--- config.mk ---
export PLATFORM = sky130hd
export DESIGN_NAME = alu_commit
export DESIGN_NICKNAME = d
export VERILOG_FILES = /design/src/rtl/alu_commit.sv
export SDC_FILE = /design/constraint.sdc
export NUM_CORES = 1
export LEC_CHECK = 0
export ABC_AREA = 1
export BUFFER_PORTS_ARGS = -buffer_cell sky130_fd_sc_hd__buf_2
export CELL_PAD_IN_SITES_DETAIL_PLACEMENT = 2
export CELL_PAD_IN_SITES_GLOBAL_PLACEMENT = 2
export CORE_MARGIN = 2
export CORE_UTILIZATION = 26
export DETAILED_ROUTE_END_ITERATION = 6
export HOLD_SLACK_MARGIN = 0.03
export PLACE_DENSITY = 0.84
export SLEW_MARGIN = 20
export SYNTH_ARGS = -nofsm -noshare
export SYNTH_HDL_FRONTEND = slang
export SYNTH_SLANG_ARGS = --single-unit
--- constraint.sdc ---
create_clock -name clk -period 2.8 [get_ports clk]
set_input_delay 0.28 -clock clk [delete_from_list [all_inputs] [get_ports clk]]
set_output_delay 0.28 -clock clk [all_outputs]
set_load 0.05 [all_outputs]
--- src/rtl/alu_commit.sv ---
// Commit stage behind the BPF ALU: captures instruction context, acks the ALU result,
// resolves jumps or A write-back into a single commit beat. Option macro: ALU_COMMIT_TRAP_EN.
module alu_commit #(
    parameter int PC_W  = 10,
    parameter int OFF_W = 8
) (
    input  logic             clk,
    input  logic             rst,
    input  logic             op_vld,
    output logic             op_rdy,
    input  logic             op_jmp,
    input  logic [1:0]       op_cond,
    input  logic [3:0]       op_sel,
    input  logic [PC_W-1:0]  op_pc,
    input  logic [OFF_W-1:0] op_jt,
    input  logic [OFF_W-1:0] op_jf,
    input  logic [31:0]      ALU_out,
    input  logic             eq,
    input  logic             gt,
    input  logic             ge,
    input  logic             set,
    input  logic             ALU_vld,
    output logic             ALU_ack,
    output logic             commit_vld,
    input  logic             commit_rdy,
    output logic             A_wr_en,
    output logic [31:0]      A_wr_data,
    output logic [PC_W-1:0]  pc_next,
    output logic             taken,
    output logic             err
);

    typedef enum logic [1:0] {IDLE, WAIT, COMMIT} state_t;

    state_t state, state_nxt;

    logic             ctx_jmp;
    logic [1:0]       ctx_cond;
    logic [PC_W-1:0]  ctx_pc;
    logic [OFF_W-1:0] ctx_jt;
    logic [OFF_W-1:0] ctx_jf;

    logic             capture;
    logic             resolve;
    logic             release_beat;
    logic             flag;
    logic             taken_n;
    logic [OFF_W-1:0] offset;
    logic [PC_W-1:0]  pc_n;
    logic             trap;

    always_ff @(posedge clk) begin
        if (rst) state <= IDLE;
        else     state <= state_nxt;
    end

    always_comb begin
        state_nxt    = state;
        op_rdy       = 1'b0;
        ALU_ack      = 1'b0;
        capture      = 1'b0;
        resolve      = 1'b0;
        release_beat = 1'b0;
        case (state)
            IDLE: begin
                op_rdy = 1'b1;
                if (op_vld) begin
                    capture   = 1'b1;
                    state_nxt = WAIT;
                end
            end
            WAIT: begin
                ALU_ack = ALU_vld;
                if (ALU_vld) begin
                    resolve   = 1'b1;
                    state_nxt = COMMIT;
                end
            end
            COMMIT: begin
                if (commit_rdy) begin
                    release_beat = 1'b1;
                    state_nxt    = IDLE;
                end
            end
            default: state_nxt = IDLE;
        endcase
    end

    always_ff @(posedge clk) begin
        if (rst) begin
            ctx_jmp  <= 1'b0;
            ctx_cond <= 2'd0;
            ctx_pc   <= '0;
            ctx_jt   <= '0;
            ctx_jf   <= '0;
        end else if (capture) begin
            ctx_jmp  <= op_jmp;
            ctx_cond <= op_cond;
            ctx_pc   <= op_pc;
            ctx_jt   <= op_jt;
            ctx_jf   <= op_jf;
        end
    end

    // Offsets are zero-extended into the PC width; the sum wraps naturally.
    always_comb begin
        case (ctx_cond)
            2'd0:    flag = eq;
            2'd1:    flag = gt;
            2'd2:    flag = ge;
            default: flag = set;
        endcase
        taken_n = ctx_jmp & flag;
        offset  = taken_n ? ctx_jt : ctx_jf;
        if (ctx_jmp) pc_n = ctx_pc + PC_W'(1) + PC_W'(offset);
        else         pc_n = ctx_pc + PC_W'(1);
    end

`ifdef ALU_COMMIT_TRAP_EN
    logic [3:0] ctx_sel;
    logic       err_r;

    always_ff @(posedge clk) begin
        if (rst)          ctx_sel <= 4'd0;
        else if (capture) ctx_sel <= op_sel;
    end

    // mul/div/mod are unsupported by the ALU, so their results trap instead of reaching A.
    assign trap = ~ctx_jmp & ((ctx_sel == 4'd2) | (ctx_sel == 4'd3) | (ctx_sel == 4'd9));
    assign err  = err_r;
`else
    logic sel_unused;

    assign sel_unused = ^op_sel;
    assign trap       = 1'b0;
    assign err        = 1'b0;
`endif

    always_ff @(posedge clk) begin
        if (rst) begin
            commit_vld <= 1'b0;
            A_wr_en    <= 1'b0;
            A_wr_data  <= 32'd0;
            pc_next    <= '0;
            taken      <= 1'b0;
`ifdef ALU_COMMIT_TRAP_EN
            err_r      <= 1'b0;
`endif
        end else if (resolve) begin
            commit_vld <= 1'b1;
            A_wr_en    <= ~ctx_jmp & ~trap;
            A_wr_data  <= ALU_out;
            pc_next    <= pc_n;
            taken      <= taken_n;
`ifdef ALU_COMMIT_TRAP_EN
            err_r      <= trap;
`endif
        end else if (release_beat) begin
            commit_vld <= 1'b0;
            A_wr_en    <= 1'b0;
            taken      <= 1'b0;
`ifdef ALU_COMMIT_TRAP_EN
            err_r      <= 1'b0;
`endif
        end
    end

endmodule

==> results of run 1 <==
routing by layer:
layer / wire [µm] / vias up / part of all wire / track usage
li1: - / 1766 / - / -
met4: 172 / 0 / 0.015 / 0.0469
met2: 6100 / 55 / 0.53 / 0.304
met5: 0 / - / 0 / 0
met1: 4970 / 1704 / 0.43 / 0.193
met3: 373 / 14 / 0.032 / 0.0307
power by group through the flow:
stage                     logic, mW  registers, mW  clock network, mW
after floorplan               0.278           1.29                  0
after global placement        0.501           1.21                  0
after detailed placement      0.528           1.22                  0
after CTS                     0.535           1.19               1.24
after global routing          0.585           1.20               1.28
final                         0.528           1.19               1.21
worst paths after layout:
| check | start | endpoint | cells past startpoint |
|---|---|---|---|
| worst max-delay path | ctx_cond[1] | pc_next[8] | 17 |
| worst min-delay path | ALU_out[14] | A_wr_data[14] | 3 |
| worst min register to register | A_wr_data[14] | A_wr_data[14] | 2 |
| worst max register to register | ctx_cond[1] | pc_next[8] | 17 |
stage by stage:
step,hold slack (ns),instances,util,setup slack [ns]
after global routing,0.199,772,0.344,0.00737
after floorplan,0.424,483,-,0.520
final,0.185,772,0.344,0.225
after CTS,0.181,772,0.343,0.115
after detailed placement,0.458,756,0.319,0.126
after global placement,0.450,756,0.319,0.250
Yosys cell counts (4+ instances only):
| cell | number |
|---|---|
| sky130_fd_sc_hd__a21oi_2 | 4 |
| sky130_fd_sc_hd__buf_2 | 13 |
| sky130_fd_sc_hd__nand4_1 | 5 |
| sky130_fd_sc_hd__ha_1 | 9 |
| sky130_fd_sc_hd__nand3_1 | 18 |
| sky130_fd_sc_hd__inv_1 | 31 |
| sky130_fd_sc_hd__a21oi_1 | 56 |
| sky130_fd_sc_hd__nand2_1 | 137 |
| sky130_fd_sc_hd__o21ai_0 | 32 |
| sky130_fd_sc_hd__xor2_1 | 4 |
| sky130_fd_sc_hd__clkbuf_1 | 10 |
| sky130_fd_sc_hd__dfxtp_1 | 76 |
| sky130_fd_sc_hd__nor2_1 | 52 |
state kept, by name (all words and copies together), names as in the netlist, 2 cells and up:
signal / count
ctx_pc: 10
A_wr_data: 32
pc_next: 10
ctx_jf: 8
ctx_jt: 8
state: 2
ctx_cond: 2
area by class of cell:
class	count	area share
clock buffers	11	0.0562
clock inverters	5	0.0131
inverters	35	0.0301
multi-input cells	347	0.374
flip-flops and latches	76	0.338
well taps	176	0.0490
repair buffers	122	0.139
worst max-delay path, stage by stage, from the launching register on:
cell                         delay, ns
sky130_fd_sc_hd__dfxtp_1          0.31
sky130_fd_sc_hd__inv_1            0.07
sky130_fd_sc_hd__a21oi_1          0.11
sky130_fd_sc_hd__o21ai_0          0.12
sky130_fd_sc_hd__nand3_2          0.13
sky130_fd_sc_hd__clkinvlp_4       0.18
sky130_fd_sc_hd__nand2_1          0.10
sky130_fd_sc_hd__nand2_1          0.05
sky130_fd_sc_hd__ha_1             0.21
sky130_fd_sc_hd__fa_1             0.45
sky130_fd_sc_hd__nand3_1          0.13
sky130_fd_sc_hd__nand2_1          0.10
sky130_fd_sc_hd__nand2_1          0.09
sky130_fd_sc_hd__nand3_1          0.11
sky130_fd_sc_hd__nand3_1          0.09
sky130_fd_sc_hd__nand2_1          0.06
sky130_fd_sc_hd__o21ai_1          0.12
sky130_fd_sc_hd__inv_1            0.04
logic make-up after synthesis:
kind of cell / synth area share
buffers and inverters: 0.0722
and+or+nand+nor: 0.278
xor gates and xnor gates: 0.0127
other: 0.00109
DFF: 0.441
adders and majority gates: 0.0385
AOI/OAI and AO/OA: 0.156
==> summary.txt, run 1 <==
Yosys
  • Number of distinct library cells after synthesis: 35
  • Mapped Nets: between 500 and 600
  • Yosys top cell by area: sky130_fd_sc_hd__dfxtp_1
  • Share of the synthesized area in the top cell type: 0.441
  • Cell types with the largest area share after synthesis: sky130_fd_sc_hd__dfxtp_1, sky130_fd_sc_hd__nand2_1, sky130_fd_sc_hd__a21oi_1
  • Average cell area after synthesis: 7.14 µm²
  • Ys Warns: 0
  • Flip-flop and latch count after synthesis: 76
  • Number of enable flip-flop cells after synthesis: 0
  • Summed instance area of the synthesized netlist: approximately 3400 µm²
  • Share of synthesized area occupied by flip-flops and latches: 0.441
  • Primary flip-flop cell chosen by synthesis mapping: sky130_fd_sc_hd__dfxtp_1
  • Cell count after synthesis: around 480
  • Fraction of registers with async set or reset after synthesis: 0

Cells and area
  • Total number of nets in the final design: 675
  • Area taken by flip-flops and latches: ~1500 µm²
  • Leading cell type in the layout, fill and taps excluded: sky130_fd_sc_hd__nand2_1
  • Antenna fix cells: 0
  • Share of cells above drive strength 1: 0.267
  • Commonest non-fill, non-tap cells in the layout: sky130_fd_sc_hd__nand2_1, sky130_fd_sc_hd__buf_2, sky130_fd_sc_hd__dfxtp_1
  • Layout overhead on the synthesized area: 30.4%
  • Footprint of the multi-input gates: 1680 µm²
  • Post-route cell area: 4500 µm²
  • Fill cell total of the finished layout: approximately 1600

Placed design
  • Routability congestion estimate from global placement: 0.862
  • DP Area: roughly 4200 µm²
  • Port Buffer Count: about 120
  • HPWL reported at the end of detailed placement: 8920 µm

Global routing
  • Maximum number of pins on one net before global-route repair: 44
  • Wire length of the first global-routing pass: 18700 µm
  • Initial antenna violation count: 0
  • GRT Resource Usage Total: 0.165
  • Grt total ovfl: 0
  • Via count of the first global-routing pass: 3759

Route
  • WL per Instance: 15.0 µm
  • Number of detailed-routing iterations run before antenna repair: 4
  • DRC viols: 0
  • Routed via count: between 3000 and 4000
  • Post-detailed-routing wire length: approximately 12000 µm
  • Detail Route Antenna Nets: 0
  • Vias per cell: approximately 4.6
  • Drt first-iter violations: about 150

Pwr
  • Internal Pwr Total: between 2 and 2.5 mW
  • Leak pwr: 2.09 nW
  • Combinational share of power: 0.180
  • Sw Ratio: 0.298
  • Pwr Total: just under 3 mW
  • Power dissipated by switching net loads: 0.873 mW
  • Worst IR drop on VDD: 268 µV
  • Sequential group share of total power: 0.407
  • Power density relative to cell area: approximately 650 nW/µm²
  • Clock network fraction of design power: 0.413

STA
  • Fin Clk Skew: around 0.0064 ns
  • Transition time at the pin with the least slew margin: around 0.84 ns
  • Pins Over Slew Limit: 0
  • Post-layout minimum cycle time: roughly 2.6 ns
  • Final setup vio count: 0
  • Final worst path period share: 0.920
  • Final hold violation count: 0
  • Total negative slack: 0 ns
  • Worst slew slack as a fraction of its limit: 0.441
  • Unrepaired setup endpoints after global routing: no
  • Achievable frequency: about 390 MHz

Clocking
  • Total of hold buffers inserted after clock tree synthesis: 0
  • Worst-skew pair later-pin latency: 0.33 ns
  • Clock tree sinks: 76
  • Clock Tree Root: sky130_fd_sc_hd__clkbuf_16
  • H-Tree Depth: 3
  • # Post-CTS Setup Buffers: 0
  • Maximum buffer depth of the clock tree: 2
  • TritonCTS buffer count: 9
  • Number of gates resized after cts: 0
  • Clock-pin slew of the registers on the worst-case setup and hold paths: ~0.060 ns
  • CTS tree: done

Floorplanning
  • Horiz. Die Dim: between 100 and 150 µm
  • Standard-cell row count: between 40 and 50
  • Die outline height: between 100 and 150 µm
  • Initial standard-cell utilization of the core: 0.263
  • Total I/O pin count: 122
  • Core area: ~13000 µm²
  • Area enclosed by the die boundary: roughly 14000 µm²

Critical path
  • WP data required: a little over 3 ns
  • CP arrival: roughly 2.8 ns
  • Crit Path Class: register to register
  • Peak fanout along the critical path: 9
  • Critical path capture point type: register
  • Flop2flop setup slack: between 0.2 and 0.25 ns
  • Category of the worst setup path launch point: register

Run status
  • Result of the run: complete, no violations

Min path
  • Path category of the worst min-delay check: input port to register

Flow run
  • Max-Cap Viols: 0
No activity file was read; power rests on OpenSTA's default activity.
==> run 2, diff against run 1 <==
--- a/config.mk
+++ b/config.mk
@@ -13,7 +13,7 @@
 export CORE_UTILIZATION = 26
 export DETAILED_ROUTE_END_ITERATION = 6
 export HOLD_SLACK_MARGIN = 0.03
-export PLACE_DENSITY = 0.84
+export PLACE_DENSITY = 0.76
 export SLEW_MARGIN = 20
 export SYNTH_ARGS = -nofsm -noshare
 export SYNTH_HDL_FRONTEND = slang
==> summary.txt, run 2 (synthesis results as in run 1) <==
Run status
  • Result of the run: complete, no violations

STA
  • Final hold violation count: 0
  • Unrepaired setup endpoints after global routing: no
  • Pins Over Slew Limit: 0
  • Worst slack on hold paths: approximately 0.18 ns
  • Fin worst setup slack: around 0.27 ns
  • Transition time at the pin with the least slew margin: roughly 0.81 ns
  • Fin Clk Skew: around 0.0066 ns
  • Total negative slack: 0 ns
  • Post-layout minimum cycle time: 2.53 ns
  • Achievable frequency: 395 MHz
  • Final worst path period share: 0.904
  • Worst slew slack as a fraction of its limit: 0.460
  • Final setup vio count: 0

Floorplanning
  • Horiz. Die Dim: around 120 µm
  • Standard-cell row count: 42
  • Total I/O pin count: around 120
  • Initial standard-cell utilization of the core: 0.263
  • Die outline height: between 100 and 150 µm
  • Area enclosed by the die boundary: about 14000 µm²
  • Core area: ~13000 µm²

Route
  • Vias per cell: about 4.6
  • DRC viols: 0
  • WL per Instance: roughly 15 µm
  • Detail Route Antenna Nets: 0
  • Number of detailed-routing iterations run before antenna repair: 4
  • Post-detailed-routing wire length: around 12000 µm
  • Drt first-iter violations: between 100 and 150
  • Routed via count: 3535

Min path
  • Path category of the worst min-delay check: input port to register

Clocking
  • H-Tree Depth: 3
  • Clock Tree Root: sky130_fd_sc_hd__clkbuf_16
  • TritonCTS buffer count: 9
  • CTS tree: done
  • # Post-CTS Setup Buffers: 0
  • Clock-pin slew of the registers on the worst-case setup and hold paths: roughly 0.070 ns
  • Number of gates resized after cts: 0
  • Total of hold buffers inserted after clock tree synthesis: 0
  • Clock tree sinks: 76
  • Worst-skew pair later-pin latency: 0.34 ns
  • Maximum buffer depth of the clock tree: 2

Cells and area
  • Largest registers: A_wr_data (32), ctx_pc (10), pc_next (10)
  • Total number of nets in the final design: 676
  • Leading cell type in the layout, fill and taps excluded: sky130_fd_sc_hd__nand2_1
  • Fill cell total of the finished layout: around 1600
  • Max FFs per register: 32
  • Antenna fix cells: 0
  • Layout overhead on the synthesized area: 30.5%
  • Top register by number of flip-flops: A_wr_data
  • Post-route cell area: 4500 µm²
  • Share of cells above drive strength 1: 0.266
  • Commonest non-fill, non-tap cells in the layout: sky130_fd_sc_hd__nand2_1, sky130_fd_sc_hd__buf_2, sky130_fd_sc_hd__dfxtp_1

Flow run
  • Max-Cap Viols: 0

Critical path
  • Peak fanout along the critical path: 8
  • Crit Path Class: register to register
  • WP data required: roughly 3 ns
  • CP arrival: about 2.8 ns
  • Critical path capture point type: register
  • Category of the worst setup path launch point: register

Pwr
  • Internal Pwr Total: roughly 2.0 mW
  • Combinational share of power: 0.178
  • Sequential group share of total power: 0.408
  • Power density relative to cell area: 651 nW/µm²
  • Sw Ratio: 0.305
  • Worst IR drop on VDD: roughly 260 µV
  • Clock network fraction of design power: 0.414
  • Leak pwr: 2.10 nW
  • Pwr Total: 2.93 mW
  • Power dissipated by switching net loads: between 0.8 and 0.9 mW

Global routing
  • Maximum number of pins on one net before global-route repair: 44
  • Via count of the first global-routing pass: 3886
  • Wire length of the first global-routing pass: 19000 µm
  • Grt total ovfl: 0
  • GRT Resource Usage Total: 0.169
  • Initial antenna violation count: 0

Placed design
  • Routability congestion estimate from global placement: just over 0.8
  • Port Buffer Count: ~120
  • HPWL reported at the end of detailed placement: ~8600 µm
  • DP Area: between 4000 and 5000 µm²
  • Setup Slack @ Placement: 0.240 ns
-- run 2: cell count changes in the layout (fill, tap and decap cells not counted), sizes merged --
cell      previous run  this run
clkbuf              11        10
clkinv               1         3
buf                122       123
clkinvlp             3         2
-- run 2: worst max-delay path, cell delays in order (launching register included) --
cell and delay (ns):
sky130_fd_sc_hd__dfxtp_1 0.41, sky130_fd_sc_hd__nand2_1 0.09, sky130_fd_sc_hd__o211ai_1 0.12, sky130_fd_sc_hd__nand3_2 0.12, sky130_fd_sc_hd__buf_4 0.18, sky130_fd_sc_hd__nand2_1 0.07
sky130_fd_sc_hd__nand2_1 0.07, sky130_fd_sc_hd__ha_1 0.21, sky130_fd_sc_hd__fa_1 0.44, sky130_fd_sc_hd__nand3_1 0.12, sky130_fd_sc_hd__nand2_1 0.12, sky130_fd_sc_hd__nand2_1 0.09
sky130_fd_sc_hd__nand3_1 0.10, sky130_fd_sc_hd__nand3_1 0.08, sky130_fd_sc_hd__nand2_1 0.05, sky130_fd_sc_hd__o21ai_1 0.12, sky130_fd_sc_hd__inv_1 0.05
-- run 2: power by group through the flow --
stage               combinational, mW  sequential [mW]  clock (mW)
floorplan                       0.278             1.29           0
global placement                0.505             1.21           0
detailed placement              0.525             1.22           0
CTS                             0.531             1.20        1.24
global route                    0.586             1.20        1.29
finish                          0.521             1.19        1.21
-- run 2: final cells by class --
cell class / count / area (µm²) / share of cell area
inverters: 35 / 131 / 0.0292
multi-input cells: 347 / 1680 / 0.374
well taps: 176 / 220 / 0.0490
repair buffers: 123 / 633 / 0.141
flip-flops and latches: 76 / 1520 / 0.338
clock inverters: 6 / 71.3 / 0.0159
clock buffers: 10 / 239 / 0.0531
-- run 2: path summary, 6_finish.rpt --
check,from,cells after the start,endpoint,slack [ns]
setup / recovery,ctx_cond[0],16,pc_next[8],0.27
hold / removal,ALU_out[5],3,A_wr_data[5],0.18
setup reg to reg,ctx_cond[0],16,pc_next[8],0.27
hold reg to reg,A_wr_data[6],2,A_wr_data[6],0.47
-- run 2: routing by layer --
metal / vias up / wire length [µm] / share of wire / GRT usage
met5: - / 0 / 0 / 0
met4: 0 / 211 / 0.018 / 0.0610
met3: 14 / 420 / 0.036 / 0.0316
met2: 62 / 6100 / 0.53 / 0.321
met1: 1687 / 4860 / 0.42 / 0.186
li1: 1772 / - / - / -
-- run 2: per-stage QoR --
stage               cells  utilization
global placement      757        0.320
finish                773        0.344
CTS                   773        0.344
global route          773        0.344
floorplan             483            -
detailed placement    757        0.320
==> run 3, diff against run 2 <==
--- a/config.mk
+++ b/config.mk
@@ -10,10 +10,10 @@
 export CELL_PAD_IN_SITES_DETAIL_PLACEMENT = 2
 export CELL_PAD_IN_SITES_GLOBAL_PLACEMENT = 2
 export CORE_MARGIN = 2
-export CORE_UTILIZATION = 26
+export CORE_UTILIZATION = 23
 export DETAILED_ROUTE_END_ITERATION = 6
 export HOLD_SLACK_MARGIN = 0.03
-export PLACE_DENSITY = 0.76
+export PLACE_DENSITY = 0.68
 export SLEW_MARGIN = 20
 export SYNTH_ARGS = -nofsm -noshare
 export SYNTH_HDL_FRONTEND = slang
==> summary.txt, run 3 (synthesis results as in run 1) <==
Route
  • DRC viols: 0
  • Drt first-iter violations: roughly 100
  • Vias per cell: 4.59
  • WL per Instance: roughly 15 µm
  • Detail Route Antenna Nets: 0
  • Routed via count: ~3600
  • Number of detailed-routing iterations run before antenna repair: 4
  • Post-detailed-routing wire length: around 12000 µm

Cells and area
  • Finished Layout Cells: between 700 and 800
  • Fill cell total of the finished layout: 1733
  • Max FFs per register: 32
  • Leading cell type in the layout, fill and taps excluded: sky130_fd_sc_hd__nand2_1
  • Share of cells above drive strength 1: 0.265
  • Largest registers: A_wr_data (32), ctx_pc (10), pc_next (10)
  • Commonest non-fill, non-tap cells in the layout: sky130_fd_sc_hd__nand2_1, sky130_fd_sc_hd__buf_2, sky130_fd_sc_hd__dfxtp_1
  • Utilization after layout: 0.308
  • Footprint of the multi-input gates: ~1700 µm²
  • Layout overhead on the synthesized area: 30.4%
  • Antenna fix cells: 0
  • Total number of nets in the final design: 675
  • Top register by number of flip-flops: A_wr_data
  • Area taken by flip-flops and latches: between 1500 and 2000 µm²

Critical path
  • Category of the worst setup path launch point: register
  • CP arrival: between 2 and 3 ns
  • Peak fanout along the critical path: 8
  • Crit Path Class: register to register
  • Reg-to-reg critical path startpoint: ctx_jmp
  • Worst flop-to-flop path endpoint: pc_next[9]
  • WP data required: about 3 ns
  • Length in cells of the worst reg-to-reg path: 15
  • Critical path capture point type: register
  • Flop2flop setup slack: ~0.29 ns

STA
  • Transition time at the pin with the least slew margin: 0.841 ns
  • Final hold violation count: 0
  • Worst slew slack as a fraction of its limit: 0.439
  • Pins Over Slew Limit: 0
  • Post-layout minimum cycle time: between 2 and 3 ns
  • Achievable frequency: 398 MHz
  • Fin Clk Skew: slightly above 0.005 ns
  • Unrepaired setup endpoints after global routing: no
  • Final setup vio count: 0
  • Total negative slack: 0 ns
  • Final worst path period share: 0.897

Min path
  • Hold-critical path depth: 3
  • Hold path startpoint: ALU_out[1]
  • Worst-case hold path end point: A_wr_data[1]
  • Path category of the worst min-delay check: input port to register

Global routing
  • Wire length of the first global-routing pass: 19800 µm
  • Busiest metal layer after global routing: met2
  • Fraction of met1 tracks used by global routing: 0.183
  • Initial antenna violation count: 0
  • Met2 track utilization from global routing: 0.286
  • Routing usage on met3: 0.0261
  • Via count of the first global-routing pass: slightly below 4000
  • Grt total ovfl: 0
  • GRT Resource Usage Total: 0.157
  • Maximum number of pins on one net before global-route repair: 44

Pwr
  • Leak pwr: between 2 and 2.5 nW
  • Worst IR drop on VDD: 254 µV
  • Power density relative to cell area: 651 nW/µm²

Placed design
  • Instance count after placement with tap cells included: around 760
  • HPWL reported at the end of detailed placement: 9060 µm
  • Port Buffer Count: between 100 and 150
  • Routability congestion estimate from global placement: between 0.8 and 0.9

Floorplanning
  • Area enclosed by the die boundary: ~16000 µm²
  • Initial standard-cell utilization of the core: 0.236
  • Die outline height: 126 µm
  • Total I/O pin count: roughly 120
  • Core area: between 10000 and 15000 µm²
  • Standard-cell row count: 44
  • Horiz. Die Dim: about 130 µm

Clocking
  • H-Tree Depth: 3
  • Maximum buffer depth of the clock tree: 2
  • TritonCTS buffer count: 9
  • # Post-CTS Setup Buffers: 0
  • Clock Tree Root: sky130_fd_sc_hd__clkbuf_16
  • Clock tree sinks: 76
  • Worst-skew pair later-pin latency: around 0.35 ns
  • Clock-pin slew of the registers on the worst-case setup and hold paths: 0.06 ns
  • CTS tree: done

Flow run
  • Max-Cap Viols: 0

Run status
  • Result of the run: complete, no violations
[run 3: changes by cell type in the layout (fill, tap and decap cells not counted), sizes merged]
cell      previous run  this run
buf                123       122
clkinvlp             2         3
clkbuf              10        11
clkinv               3         1
[run 3: critical path, cell delays in order, from the launching register on]
cell                      delay, ns
sky130_fd_sc_hd__dfxtp_1       0.60
sky130_fd_sc_hd__nand3_2       0.17
sky130_fd_sc_hd__buf_4         0.20
sky130_fd_sc_hd__nand2_1       0.08
sky130_fd_sc_hd__nand2_1       0.10
sky130_fd_sc_hd__ha_1          0.38
sky130_fd_sc_hd__nand3_1       0.10
sky130_fd_sc_hd__nand3_1       0.16
sky130_fd_sc_hd__nand2_1       0.11
sky130_fd_sc_hd__nand2_1       0.06
sky130_fd_sc_hd__nand2_1       0.08
sky130_fd_sc_hd__nand2_1       0.09
sky130_fd_sc_hd__nand3_1       0.08
sky130_fd_sc_hd__nand2_1       0.05
sky130_fd_sc_hd__nor2_1        0.09
sky130_fd_sc_hd__nor2_1        0.04
[run 3: worst max path at each step]
stage | startpoint | end | slack (ns) | depth (start not counted)
6_report | ctx_jmp | pc_next[9] | 0.29 | 15
4_1_cts | ctx_cond[1] | pc_next[9] | 0.22 | 18
3_5_place_dp | set | pc_next[8] | 0.20 | 17
3_3_place_gp | set | pc_next[8] | 0.22 | 17
2_1_floorplan | ctx_cond[1] | pc_next[4] | 0.52 | 14
5_1_grt | ctx_pc[0] | pc_next[9] | 0.006 | 16
[run 3: cell type report]
cell class                      count  area share
Tap cell                          184      0.0512
Sequential cell                    76       0.338
Multi-Input combinational cell    347       0.374
Clock buffer                       11      0.0540
Inverter                           35      0.0301
Timing Repair Buffer              122       0.139
Clock inverter                      5      0.0131
[run 3: per-layer routing]
| metal | up-vias | routed length [µm] |
|---|---|---|
| met5 | - | 0 |
| met4 | 0 | 232 |
| met3 | 16 | 375 |
| met2 | 61 | 6200 |
| met1 | 1736 | 5200 |
| li1 | 1769 | - |
[run 3: per-stage QoR]
stage	hold WS, ns	cell area, µm²	setup slack [ns]	total power, mW
2_1_floorplan	0.424	3450	0.520	1.57
3_3_place_gp	0.450	4190	0.221	1.72
3_5_place_dp	0.456	4190	0.195	1.75
4_1_cts	0.169	4490	0.216	2.97
5_1_grt	0.178	4500	0.00563	3.09
6_report	0.179	4500	0.288	2.93
[run 3: repair_timing]
item	4_1_cts	5_1_grt
resized for setup	0	1
hold buffers	0	0
endpoints found under the setup margin	0	3
endpoints found under the hold margin	0	0
[run 3: report_power, final]
part	leakage (nW)	internal (mW)	switching, mW
clock network	0.142	0.717	0.496
registers	0.622	1.15	0.0447
logic	1.32	0.167	0.356
